**config.mk**
```make
export PLATFORM = sky130hd
export DESIGN_NAME = ps2_key_decoder_flat
export DESIGN_NICKNAME = d
export VERILOG_FILES = /design/src/rtl/ps2_key_decoder_if.sv /design/src/rtl/ps2_key_decoder.sv /design/src/flat_wrapper.sv
export SDC_FILE = /design/constraint.sdc
export NUM_CORES = 1
export LEC_CHECK = 0
export CAP_MARGIN = 20
export CORE_ASPECT_RATIO = 1.4
export CORE_MARGIN = 10
export CORE_UTILIZATION = 40
export DETAILED_ROUTE_END_ITERATION = 8
export PLACE_DENSITY = 0.63
export SYNTH_ARGS = -nofsm -noshare
export SYNTH_HDL_FRONTEND = slang
export SYNTH_SLANG_ARGS = --single-unit
```
**constraint.sdc**
```tcl
create_clock -name clk -period 2.7 [get_ports clk]
set_input_delay 0.54 -clock clk [delete_from_list [all_inputs] [get_ports clk]]
set_output_delay 0.54 -clock clk [all_outputs]
set_load 0.01 [all_outputs]
```
**src/rtl/ps2_key_decoder_if.sv**
```systemverilog
// ============================================================================
// Module   : ps2_key_decoder_if
// Purpose  : PS/2 line inputs and decoded digit-key / frame-error outputs.
// Revision : 1.0  initial release
// ============================================================================
`default_nettype none

interface ps2_key_decoder_if;
    logic ps2_clk;
    logic ps2_data;
    logic key_1;
    logic key_2;
    logic key_3;
    logic key_4;
    logic key_5;
    logic key_6;
    logic key_7;
    logic key_8;
    logic key_9;
    logic frame_err;

    // The decoder consumes the PS/2 lines and produces the key pulses.
    modport slave (
        input  ps2_clk,
        input  ps2_data,
        output key_1,
        output key_2,
        output key_3,
        output key_4,
        output key_5,
        output key_6,
        output key_7,
        output key_8,
        output key_9,
        output frame_err
    );

    modport master (
        output ps2_clk,
        output ps2_data,
        input  key_1,
        input  key_2,
        input  key_3,
        input  key_4,
        input  key_5,
        input  key_6,
        input  key_7,
        input  key_8,
        input  key_9,
        input  frame_err
    );
endinterface

`default_nettype wire

```
**src/rtl/ps2_key_decoder.sv**
```systemverilog
// ============================================================================
// Module   : ps2_key_decoder
// Purpose  : PS/2 set-2 receiver decoding digit make codes 1-9 into one-cycle
//            key pulses. Optional macro TYPEMATIC_FILTER_EN suppresses repeats.
// Revision : 1.0  initial release
// ============================================================================
`default_nettype none

module ps2_key_decoder #(
    parameter int FILTER_LEN  = 8,
    parameter int TIMEOUT_CYC = 50000,
    parameter int TO_W        = 16
) (
    input  logic               clk,
    input  logic               clr,
    ps2_key_decoder_if.slave   bus
);

    localparam int                   c_FILT_W    = $clog2(FILTER_LEN + 1);
    localparam logic [c_FILT_W-1:0]  c_FILT_LAST = c_FILT_W'(FILTER_LEN - 1);
    localparam logic [TO_W-1:0]      c_TO_LAST   = TO_W'(TIMEOUT_CYC - 1);
    localparam logic [7:0]           c_BRK_CODE  = 8'hF0;
    localparam logic [7:0]           c_EXT_CODE  = 8'hE0;

    typedef enum logic [1:0] {
        S_IDLE   = 2'd0,
        S_DATA   = 2'd1,
        S_PARITY = 2'd2,
        S_STOP   = 2'd3
    } state_t;

    state_t                r_state;
    state_t                w_state_next;

    logic                  r_clk_s1;
    logic                  r_clk_s2;
    logic                  r_dat_s1;
    logic                  r_dat_s2;
    logic                  r_filt;
    logic [c_FILT_W-1:0]   r_filt_cnt;
    logic [7:0]            r_shift;
    logic [2:0]            r_bit_cnt;
    logic                  r_parity;
    logic [TO_W-1:0]       r_to_cnt;
    logic                  r_brk;
    logic                  r_ext;
    logic [7:0]            r_held;
    logic [8:0]            r_keys;
    logic                  r_frame_err;

    logic                  w_fall;
    logic                  w_timeout;
    logic                  w_stop_fall;
    logic                  w_frame_ok;
    logic                  w_err;
    logic                  w_is_make;
    logic                  w_suppress;
    logic [8:0]            w_key_hit;

    // ------------------------------------------------------------------
    // Two-flop synchronisers; idle PS/2 lines are high.
    // ------------------------------------------------------------------
    always_ff @(posedge clk or negedge clr) begin
        if (!clr) begin
            r_clk_s1 <= 1'b1;
            r_clk_s2 <= 1'b1;
            r_dat_s1 <= 1'b1;
            r_dat_s2 <= 1'b1;
        end else begin
            r_clk_s1 <= bus.ps2_clk;
            r_clk_s2 <= r_clk_s1;
            r_dat_s1 <= bus.ps2_data;
            r_dat_s2 <= r_dat_s1;
        end
    end

    // ------------------------------------------------------------------
    // Glitch filter: the level flips on the FILTER_LEN-th consecutive
    // sample that disagrees with it; any agreeing sample restarts the run.
    // ------------------------------------------------------------------
    always_ff @(posedge clk or negedge clr) begin
        if (!clr) begin
            r_filt     <= 1'b1;
            r_filt_cnt <= '0;
        end else if (r_clk_s2 == r_filt) begin
            r_filt_cnt <= '0;
        end else if (r_filt_cnt == c_FILT_LAST) begin
            r_filt     <= r_clk_s2;
            r_filt_cnt <= '0;
        end else begin
            r_filt_cnt <= r_filt_cnt + 1'b1;
        end
    end

    assign w_fall = r_filt & ~r_clk_s2 & (r_filt_cnt == c_FILT_LAST);

    // ------------------------------------------------------------------
    // Frame state machine
    // ------------------------------------------------------------------
    always_ff @(posedge clk or negedge clr) begin
        if (!clr) begin
            r_state <= S_IDLE;
        end else begin
            r_state <= w_state_next;
        end
    end

    always_comb begin
        w_state_next = r_state;
        w_stop_fall  = 1'b0;
        // A fall on the terminal count restarts the count instead of aborting.
        w_timeout    = (r_state != S_IDLE) && !w_fall && (r_to_cnt == c_TO_LAST);
        case (r_state)
            S_IDLE: begin
                if (w_fall && !r_dat_s2) begin
                    w_state_next = S_DATA;
                end
            end
            S_DATA: begin
                if (w_fall && (r_bit_cnt == 3'd7)) begin
                    w_state_next = S_PARITY;
                end
            end
            S_PARITY: begin
                if (w_fall) begin
                    w_state_next = S_STOP;
                end
            end
            S_STOP: begin
                if (w_fall) begin
                    w_state_next = S_IDLE;
                    w_stop_fall  = 1'b1;
                end
            end
            default: begin
                w_state_next = S_IDLE;
            end
        endcase
        if (w_timeout) begin
            w_state_next = S_IDLE;
        end
    end

    // Odd parity: data bits plus parity bit must hold an odd number of ones.
    assign w_frame_ok = w_stop_fall && r_dat_s2 && (^{r_shift, r_parity});
    assign w_err      = (w_stop_fall && !w_frame_ok) || w_timeout;
    assign w_is_make  = w_frame_ok && (r_shift != c_BRK_CODE) &&
                        (r_shift != c_EXT_CODE) && !r_brk && !r_ext;

`ifdef TYPEMATIC_FILTER_EN
    assign w_suppress = (r_shift == r_held);
`else
    assign w_suppress = 1'b0;
`endif

    // Keypad and top-row set-2 make codes for digits 1-9.
    always_comb begin
        w_key_hit = '0;
        case (r_shift)
            8'h69, 8'h16: w_key_hit[0] = 1'b1;
            8'h72, 8'h1E: w_key_hit[1] = 1'b1;
            8'h7A, 8'h26: w_key_hit[2] = 1'b1;
            8'h6B, 8'h25: w_key_hit[3] = 1'b1;
            8'h73, 8'h2E: w_key_hit[4] = 1'b1;
            8'h74, 8'h36: w_key_hit[5] = 1'b1;
            8'h6C, 8'h3D: w_key_hit[6] = 1'b1;
            8'h75, 8'h3E: w_key_hit[7] = 1'b1;
            8'h7D, 8'h46: w_key_hit[8] = 1'b1;
            default:      w_key_hit    = '0;
        endcase
    end

    // ------------------------------------------------------------------
    // Shift register, bit counter, parity latch and timeout counter
    // ------------------------------------------------------------------
    always_ff @(posedge clk or negedge clr) begin
        if (!clr) begin
            r_shift   <= '0;
            r_bit_cnt <= '0;
            r_parity  <= 1'b0;
            r_to_cnt  <= '0;
        end else begin
            if ((r_state == S_IDLE) && w_fall && !r_dat_s2) begin
                r_shift   <= '0;
                r_bit_cnt <= '0;
            end else if ((r_state == S_DATA) && w_fall) begin
                r_shift   <= {r_dat_s2, r_shift[7:1]};
                r_bit_cnt <= r_bit_cnt + 3'd1;
            end

            if ((r_state == S_PARITY) && w_fall) begin
                r_parity <= r_dat_s2;
            end

            if ((r_state == S_IDLE) || w_fall || w_timeout) begin
                r_to_cnt <= '0;
            end else begin
                r_to_cnt <= r_to_cnt + 1'b1;
            end
        end
    end

    // ------------------------------------------------------------------
    // Prefix tracking, held key and registered output pulses
    // ------------------------------------------------------------------
    always_ff @(posedge clk or negedge clr) begin
        if (!clr) begin
            r_brk       <= 1'b0;
            r_ext       <= 1'b0;
            r_held      <= '0;
            r_keys      <= '0;
            r_frame_err <= 1'b0;
        end else begin
            r_frame_err <= w_err;
            r_keys      <= (w_is_make && !w_suppress) ? w_key_hit : '0;

            if (w_err) begin
                r_brk <= 1'b0;
                r_ext <= 1'b0;
            end else if (w_frame_ok) begin
                if (r_shift == c_BRK_CODE) begin
                    r_brk <= 1'b1;
                end else if (r_shift == c_EXT_CODE) begin
                    r_ext <= 1'b1;
                end else if (r_brk || r_ext) begin
                    r_brk <= 1'b0;
                    r_ext <= 1'b0;
                    if (r_brk && (r_shift == r_held)) begin
                        r_held <= '0;
                    end
                end else begin
                    r_held <= r_shift;
                end
            end
        end
    end

    assign bus.key_1     = r_keys[0];
    assign bus.key_2     = r_keys[1];
    assign bus.key_3     = r_keys[2];
    assign bus.key_4     = r_keys[3];
    assign bus.key_5     = r_keys[4];
    assign bus.key_6     = r_keys[5];
    assign bus.key_7     = r_keys[6];
    assign bus.key_8     = r_keys[7];
    assign bus.key_9     = r_keys[8];
    assign bus.frame_err = r_frame_err;

endmodule

`default_nettype wire

```
**src/flat_wrapper.sv**
```systemverilog
// flat-port wrapper written by rule: the top's interface ports become plain ports
module ps2_key_decoder_flat 
#(
    parameter int FILTER_LEN  = 8,
    parameter int TIMEOUT_CYC = 50000,
    parameter int TO_W        = 16
)
  (clk, clr, bus_ps2_clk, bus_ps2_data, bus_key_1, bus_key_2, bus_key_3, bus_key_4, bus_key_5, bus_key_6, bus_key_7, bus_key_8, bus_key_9, bus_frame_err);
  ps2_key_decoder_if bus_i ();
  input  logic clk;
  input  logic clr;
  input wire logic [$bits(bus_i.ps2_clk)-1:0] bus_ps2_clk;
  input wire logic [$bits(bus_i.ps2_data)-1:0] bus_ps2_data;
  output wire logic [$bits(bus_i.key_1)-1:0] bus_key_1;
  output wire logic [$bits(bus_i.key_2)-1:0] bus_key_2;
  output wire logic [$bits(bus_i.key_3)-1:0] bus_key_3;
  output wire logic [$bits(bus_i.key_4)-1:0] bus_key_4;
  output wire logic [$bits(bus_i.key_5)-1:0] bus_key_5;
  output wire logic [$bits(bus_i.key_6)-1:0] bus_key_6;
  output wire logic [$bits(bus_i.key_7)-1:0] bus_key_7;
  output wire logic [$bits(bus_i.key_8)-1:0] bus_key_8;
  output wire logic [$bits(bus_i.key_9)-1:0] bus_key_9;
  output wire logic [$bits(bus_i.frame_err)-1:0] bus_frame_err;
  assign bus_i.ps2_clk = bus_ps2_clk;
  assign bus_i.ps2_data = bus_ps2_data;
  assign bus_key_1 = bus_i.key_1;
  assign bus_key_2 = bus_i.key_2;
  assign bus_key_3 = bus_i.key_3;
  assign bus_key_4 = bus_i.key_4;
  assign bus_key_5 = bus_i.key_5;
  assign bus_key_6 = bus_i.key_6;
  assign bus_key_7 = bus_i.key_7;
  assign bus_key_8 = bus_i.key_8;
  assign bus_key_9 = bus_i.key_9;
  assign bus_frame_err = bus_i.frame_err;
  ps2_key_decoder #(.FILTER_LEN(FILTER_LEN), .TIMEOUT_CYC(TIMEOUT_CYC), .TO_W(TO_W)) u_core (.clk(clk), .clr(clr), .bus(bus_i));
endmodule
```
-- Word level (Yosys, flattened, before mapping)
Cells that the tools add are included.
- register bits after elaboration: 51
- word-level logic and storage cells: 135
- $add $sub $neg: 3
- equal/unequal tests: 35
- multiplexer cells: 34
- bitwise operators: 4
- reduce and logical (&&, ||, !) cells: 44
- operators with widths (kind ; count):
    $eq A8 B7 Y1 const B ; 10
    $eq A8 B6 Y1 const B ; 6
    $mux W1 ; 20
    $reduce_or A2 Y1 ; 9
    $add A16 B1 Y16 const B ; 1
    $eq A16 B16 Y1 const B ; 1
    $eq A8 B5 Y1 const B ; 2
    $eq A8 B8 Y1 const B ; 2
    $mux W16 ; 1
    $mux W8 ; 2
    $ne A8 B8 Y1 const B ; 2
    $logic_and A1 B1 Y1 ; 15
    $ne A3 B1 Y1 const B ; 5
    $mux W2 ; 5
    $mux W9 ; 1
    $reduce_xor A9 Y1 ; 1
    $mux W4 ; 2
    $pmux W2 S4 ; 1
    $mux W3 ; 2
    $reduce_and A3 Y1 ; 2
    $reduce_bool A2 Y1 ; 3
    $reduce_bool A3 Y1 ; 2
    $logic_not A1 Y1 ; 5
    $add A4 B1 Y4 const B ; 1
    other kinds (13) ; 19

-- Longest topological paths before layout
- word-level depth: 12
- mapped depth: 8
- gate-level depth less buffers: 7

-- Least setup slack after synthesis
Ideal clock, no wire load.
- path kind: reg-to-reg
- start point: reg u_core.r_filt
- end point: reg u_core.r_keys[6]
- library setup time: 94 ps
- arrival: 1858 ps
- required time: 2606 ps
- path slack: 748 ps
- cell stages (with the launch flop): 8
- path buffers: 1
- clock period less this slack: 1952 ps
- path through: dfstp_2 ha_1 and4b_1 buf_4 nand2_1 or3_4 and4bb_1 nor4b_4
- longest elaborated chain between the ends: 11
- ends and longest elaborated chain (item ; line ; source):
    start, declared ; ps2_key_decoder.sv:39 ; logic r_filt;
    start signal, assigned ; ps2_key_decoder.sv:88 ; r_filt <= r_clk_s2;
    $and A1 B1 Y1 (2 in series) ; ps2_key_decoder.sv:95 ; assign w_fall = r_filt & ~r_clk_s2 & (r_filt_cnt == c_FILT_LAST);
    $mux W1 ; ps2_key_decoder.sv:130 ; if (w_fall) begin
    $mux W1 ; ps2_key_decoder.sv:113 ; case (r_state)
    $logic_and A1 B1 Y1 (2 in series) ; ps2_key_decoder.sv:145 ; assign w_frame_ok = w_stop_fall && r_dat_s2 && (^{r_shift, r_parity});
    $logic_and A1 B1 Y1 (2 in series) ; ps2_key_decoder.sv:147 ; assign w_is_make = w_frame_ok && (r_shift != c_BRK_CODE) &&
    $logic_and A1 B1 Y1 (2 in series) ; ps2_key_decoder.sv:148 ; (r_shift != c_EXT_CODE) && !r_brk && !r_ext;
    $mux W9 ; ps2_key_decoder.sv:215 ; r_keys <= (w_is_make && !w_suppress) ? w_key_hit : '0;
    end signal, assigned ; ps2_key_decoder.sv:215 ;
    end, declared ; ps2_key_decoder.sv:48 ; logic [8:0] r_keys;
Every way passes these cells.
A chain may end at the register's enable or synchronous reset.

-- Worst setup path after layout
Ends and elaborated chain as after synthesis.

==> reports/qor.yml <==
run_status:
  status: "complete, no violations"
logic_synthesis:
  yosysMostFrequentCell: "dfrtp_1"
  synth-simple-area-share_pct: 27.2
  async_flop_share_pct: 100
  synth_xor_area_share_pct: 8.73
  netlist.area_leader.share_pct: 43.7
  synth-seq-cells: 51
  syn_area_um2: 2640
  synthFlopType: "dfrtp_1"
  synth_compound_area_share_pct: 6.36
  ys_seq_area_share_pct: 48.6
  synth_cell_types: 48
  synth_top_family_by_area: "simple AND/OR/NAND/NOR gates"
  synthTopCellsByCount: "46 x dfrtp_1, 40 x nand2_1, 32 x nor2_1"
  synthTopCellsByArea: "dfrtp_1 44%, nand2_1 5.7%, dfstp_2 5.0%"
  yosysWarningCount: 0
  syn_nets: 280
  synth-adder-area-share_pct: 4.27
  synthMuxAreaShare_pct: 1.23
  avgSynthCellArea_um2: 9.87
  synth_cells: 267
  synth_edf_count: 0
  yosys.area.top_type: "dfrtp_1"
place:
  io_buffer_count: 13
  gp_congestion: 0.899
  dp_hpwl_um: 3600
power:
  leakagePower_nw: 1.36
  power_density_nw_per_um2: 482
  vdd_drop_max_uv: 328
cells_and_area:
  area_delta_synth_final_pct: 11.0
  final_layout_size_suffix_gt1_share_pct: 9.71
  antenna_cells: 0
  fin_nets: 290
critical_path:
  reg2reg_from: "u_core.r_filt$_DFFE_PN1P_"
  reg2reg_slack_ps: 530
  crit_type: "flop to flop"
  crit_arrival_ps: 2390
  end_kind: "flop"
  timing.rr.end: "u_core.r_keys[6]$_DFF_PN0_"
  startpoint_type: "flop"
  cp.required_ps: 2910
  reg2reg_depth: 6
  worstPathMaxFanout: 6
die:
  fp.dieH_um: 116
  die_x_um: 88.6
  row_count: 34
  top_level_ports: 14
  start_util_pct: 41.9
  dieArea_um2: 10300
  core_area_um2: 6300
detailed_routing:
  top_layer: "met4"
  drt-vias-per-instance: 5.43
  wl_met3_um: 156
  via_count: 1899
  m1WireLength_um: 2100
  post-route-drc-count: 0
  routed-wl-met2_um: 2770
  ant_nets: 0
  post_drt_wl_per_cell_um: 14.6
  drt-total-wl_um: 5130
  drt_pass1_iterations: 4
  drtIter0Drc: 88
timing:
  whs_ps: 345
  hold_viol: 0
  slew_viol_final: 0
  relSlewSlack_pct: 56.9
  tightest_slew_ps: 646
  fmax_mhz: 460
  rsz0062_at_grt: "false"
  tns_ps: 0
  finalCritPeriodShare_pct: 80.5
  final.min_clock_period_ps: 2170
  setup_viol: 0
  fin_skew_ps: 8.43
clocking:
  clkSinkCount: 51
  clk_pin_slew_ps: 90
  clkLatencyLatePin_ps: 300
  post_cts_resized: 0
  cts.htree.levels: 2
  clock-root-buffer: "clkbuf_8"
  cts_max_path_buffers: 2
  cts_tree: "yes"
  cts_setup_buffers: 0
  ctsHoldBuffers: 0
  cts_buffers: 5
grt:
  grt_max_degree: 52
  grt_antenna_before_repair: 0
  track_usage_pct: 10.9
  grt-ovfl-total: 0
  grt_pass1_vias: 1981
  grt_pass1_wl_um: 9100
hold_path:
  hp-class: "input pin to async pin"
run:
  cap_viol_max_count: 0
registers in the layout (all words and copies together) (netlist names):
| signal | flops |
|---|---|
| u_core.r_ext | 1 |
| u_core.r_shift | 8 |
| u_core.r_dat_s1 | 1 |
| u_core.r_brk | 1 |
| u_core.r_clk_s2 | 1 |
| u_core.r_dat_s2 | 1 |
| u_core.r_keys | 9 |
| u_core.r_state | 2 |
| u_core.r_filt | 1 |
| u_core.r_bit_cnt | 3 |
| u_core.bus.frame_err | 1 |
| u_core.r_clk_s1 | 1 |
| u_core.r_to_cnt | 16 |
| u_core.r_filt_cnt | 4 |
| u_core.r_parity | 1 |
layout make-up:
cell class	count	area [um2]
sequential	51	1280
timing repair buffer	16	148
multi-input combinational	196	1260
inverter	7	26.3
fill	597	3370
tap	72	90.1
clock buffer	6	82.6
clock inverter	2	35.0
metrics by stage:
stage	instance area (um2)	util (%)	worst slack, ps	instances	power, mW
after detailed placement	2810	44.6	518	342	0.883
after CTS	2930	46.5	481	350	1.44
after floorplan	2640	-	748	267	0.852
final	2930	46.5	526	350	1.41
after global placement	2810	44.6	598	342	0.881
after global routing	2930	46.5	371	350	1.48
critical path: stages (launching register included):
cell and delay [ps]:
dfstp_2 540, ha_1 160, and4b_1 330, nand2_1 140, or3_4 360, and4bb_1 350
nor4b_4 210
per-layer routing:
metal	track usage, %	vias to the layer above
li1	-	928
met1	11.5	938
met2	19.9	25
met3	2.32	8
met4	4.97	0
met5	0	-
how the worst max path moves through the flow:
| stage | start | end | slack (ps) | depth (start not counted) |
|---|---|---|---|---|
| final | u_core.r_filt$_DFFE_PN1P_ | u_core.r_keys[6]$_DFF_PN0_ | 530 | 6 |
| after global routing | u_core.r_filt_cnt[0]$_DFF_PN0_ | u_core.r_keys[6]$_DFF_PN0_ | 370 | 6 |
| after CTS | u_core.r_filt$_DFFE_PN1P_ | u_core.r_keys[6]$_DFF_PN0_ | 480 | 6 |
| after detailed placement | u_core.r_filt$_DFFE_PN1P_ | u_core.r_keys[6]$_DFF_PN0_ | 520 | 6 |
| after global placement | u_core.r_filt$_DFFE_PN1P_ | u_core.r_keys[6]$_DFF_PN0_ | 600 | 6 |
| after floorplan | u_core.r_filt$_DFFE_PN1P_ | u_core.r_keys[6]$_DFF_PN0_ | 750 | 7 |
where the power goes:
group	switching, mW	total, mW	internal [mW]
logic	0.0366	0.0612	0.0246
clock network	0.243	0.544	0.300
registers	0.0172	0.805	0.788
total	0.297	1.41	1.11
logic make-up (layout without fill, tap and decap cells):
group,Yosys count,after routing
and+or+nand+nor,133,133
xor gates and xnor gates,23,23
AOI/OAI and AO/OA,28,28
muxes,3,3
adders and majority gates,9,9
DFF,51,51
buffers and inverters,20,31
cell usage in the layout (no fill, tap or decap), types with 2 or more instances in the layout:
master / netlist / routed
nor3_1: 5 / 5
nand3_1: 9 / 9
inv_1: 7 / 7
ha_1: 9 / 9
and3b_1: 3 / 3
xnor2_2: 2 / 2
dfrtp_1: 46 / 46
nand4b_1: 2 / 2
a21oi_1: 12 / 12
xnor2_1: 8 / 8
xor2_1: 12 / 12
and4_1: 4 / 4
mux2_2: 2 / 2
nor2_1: 32 / 32
and2_1: 2 / 2
or2_2: 2 / 2
nand4_1: 5 / 5
o21ai_0: 7 / 7
and4b_1: 2 / 2
nor2b_1: 7 / 7
dfstp_2: 5 / 5
buf_4: 1 / 3
clkbuf_8: 0 / 6
clkdlybuf4s50_1: 0 / 12
nand2_1: 40 / 40
a31oi_1: 2 / 2
and3_1: 9 / 9
Note: power is estimated with default switching activity, not from simulation.
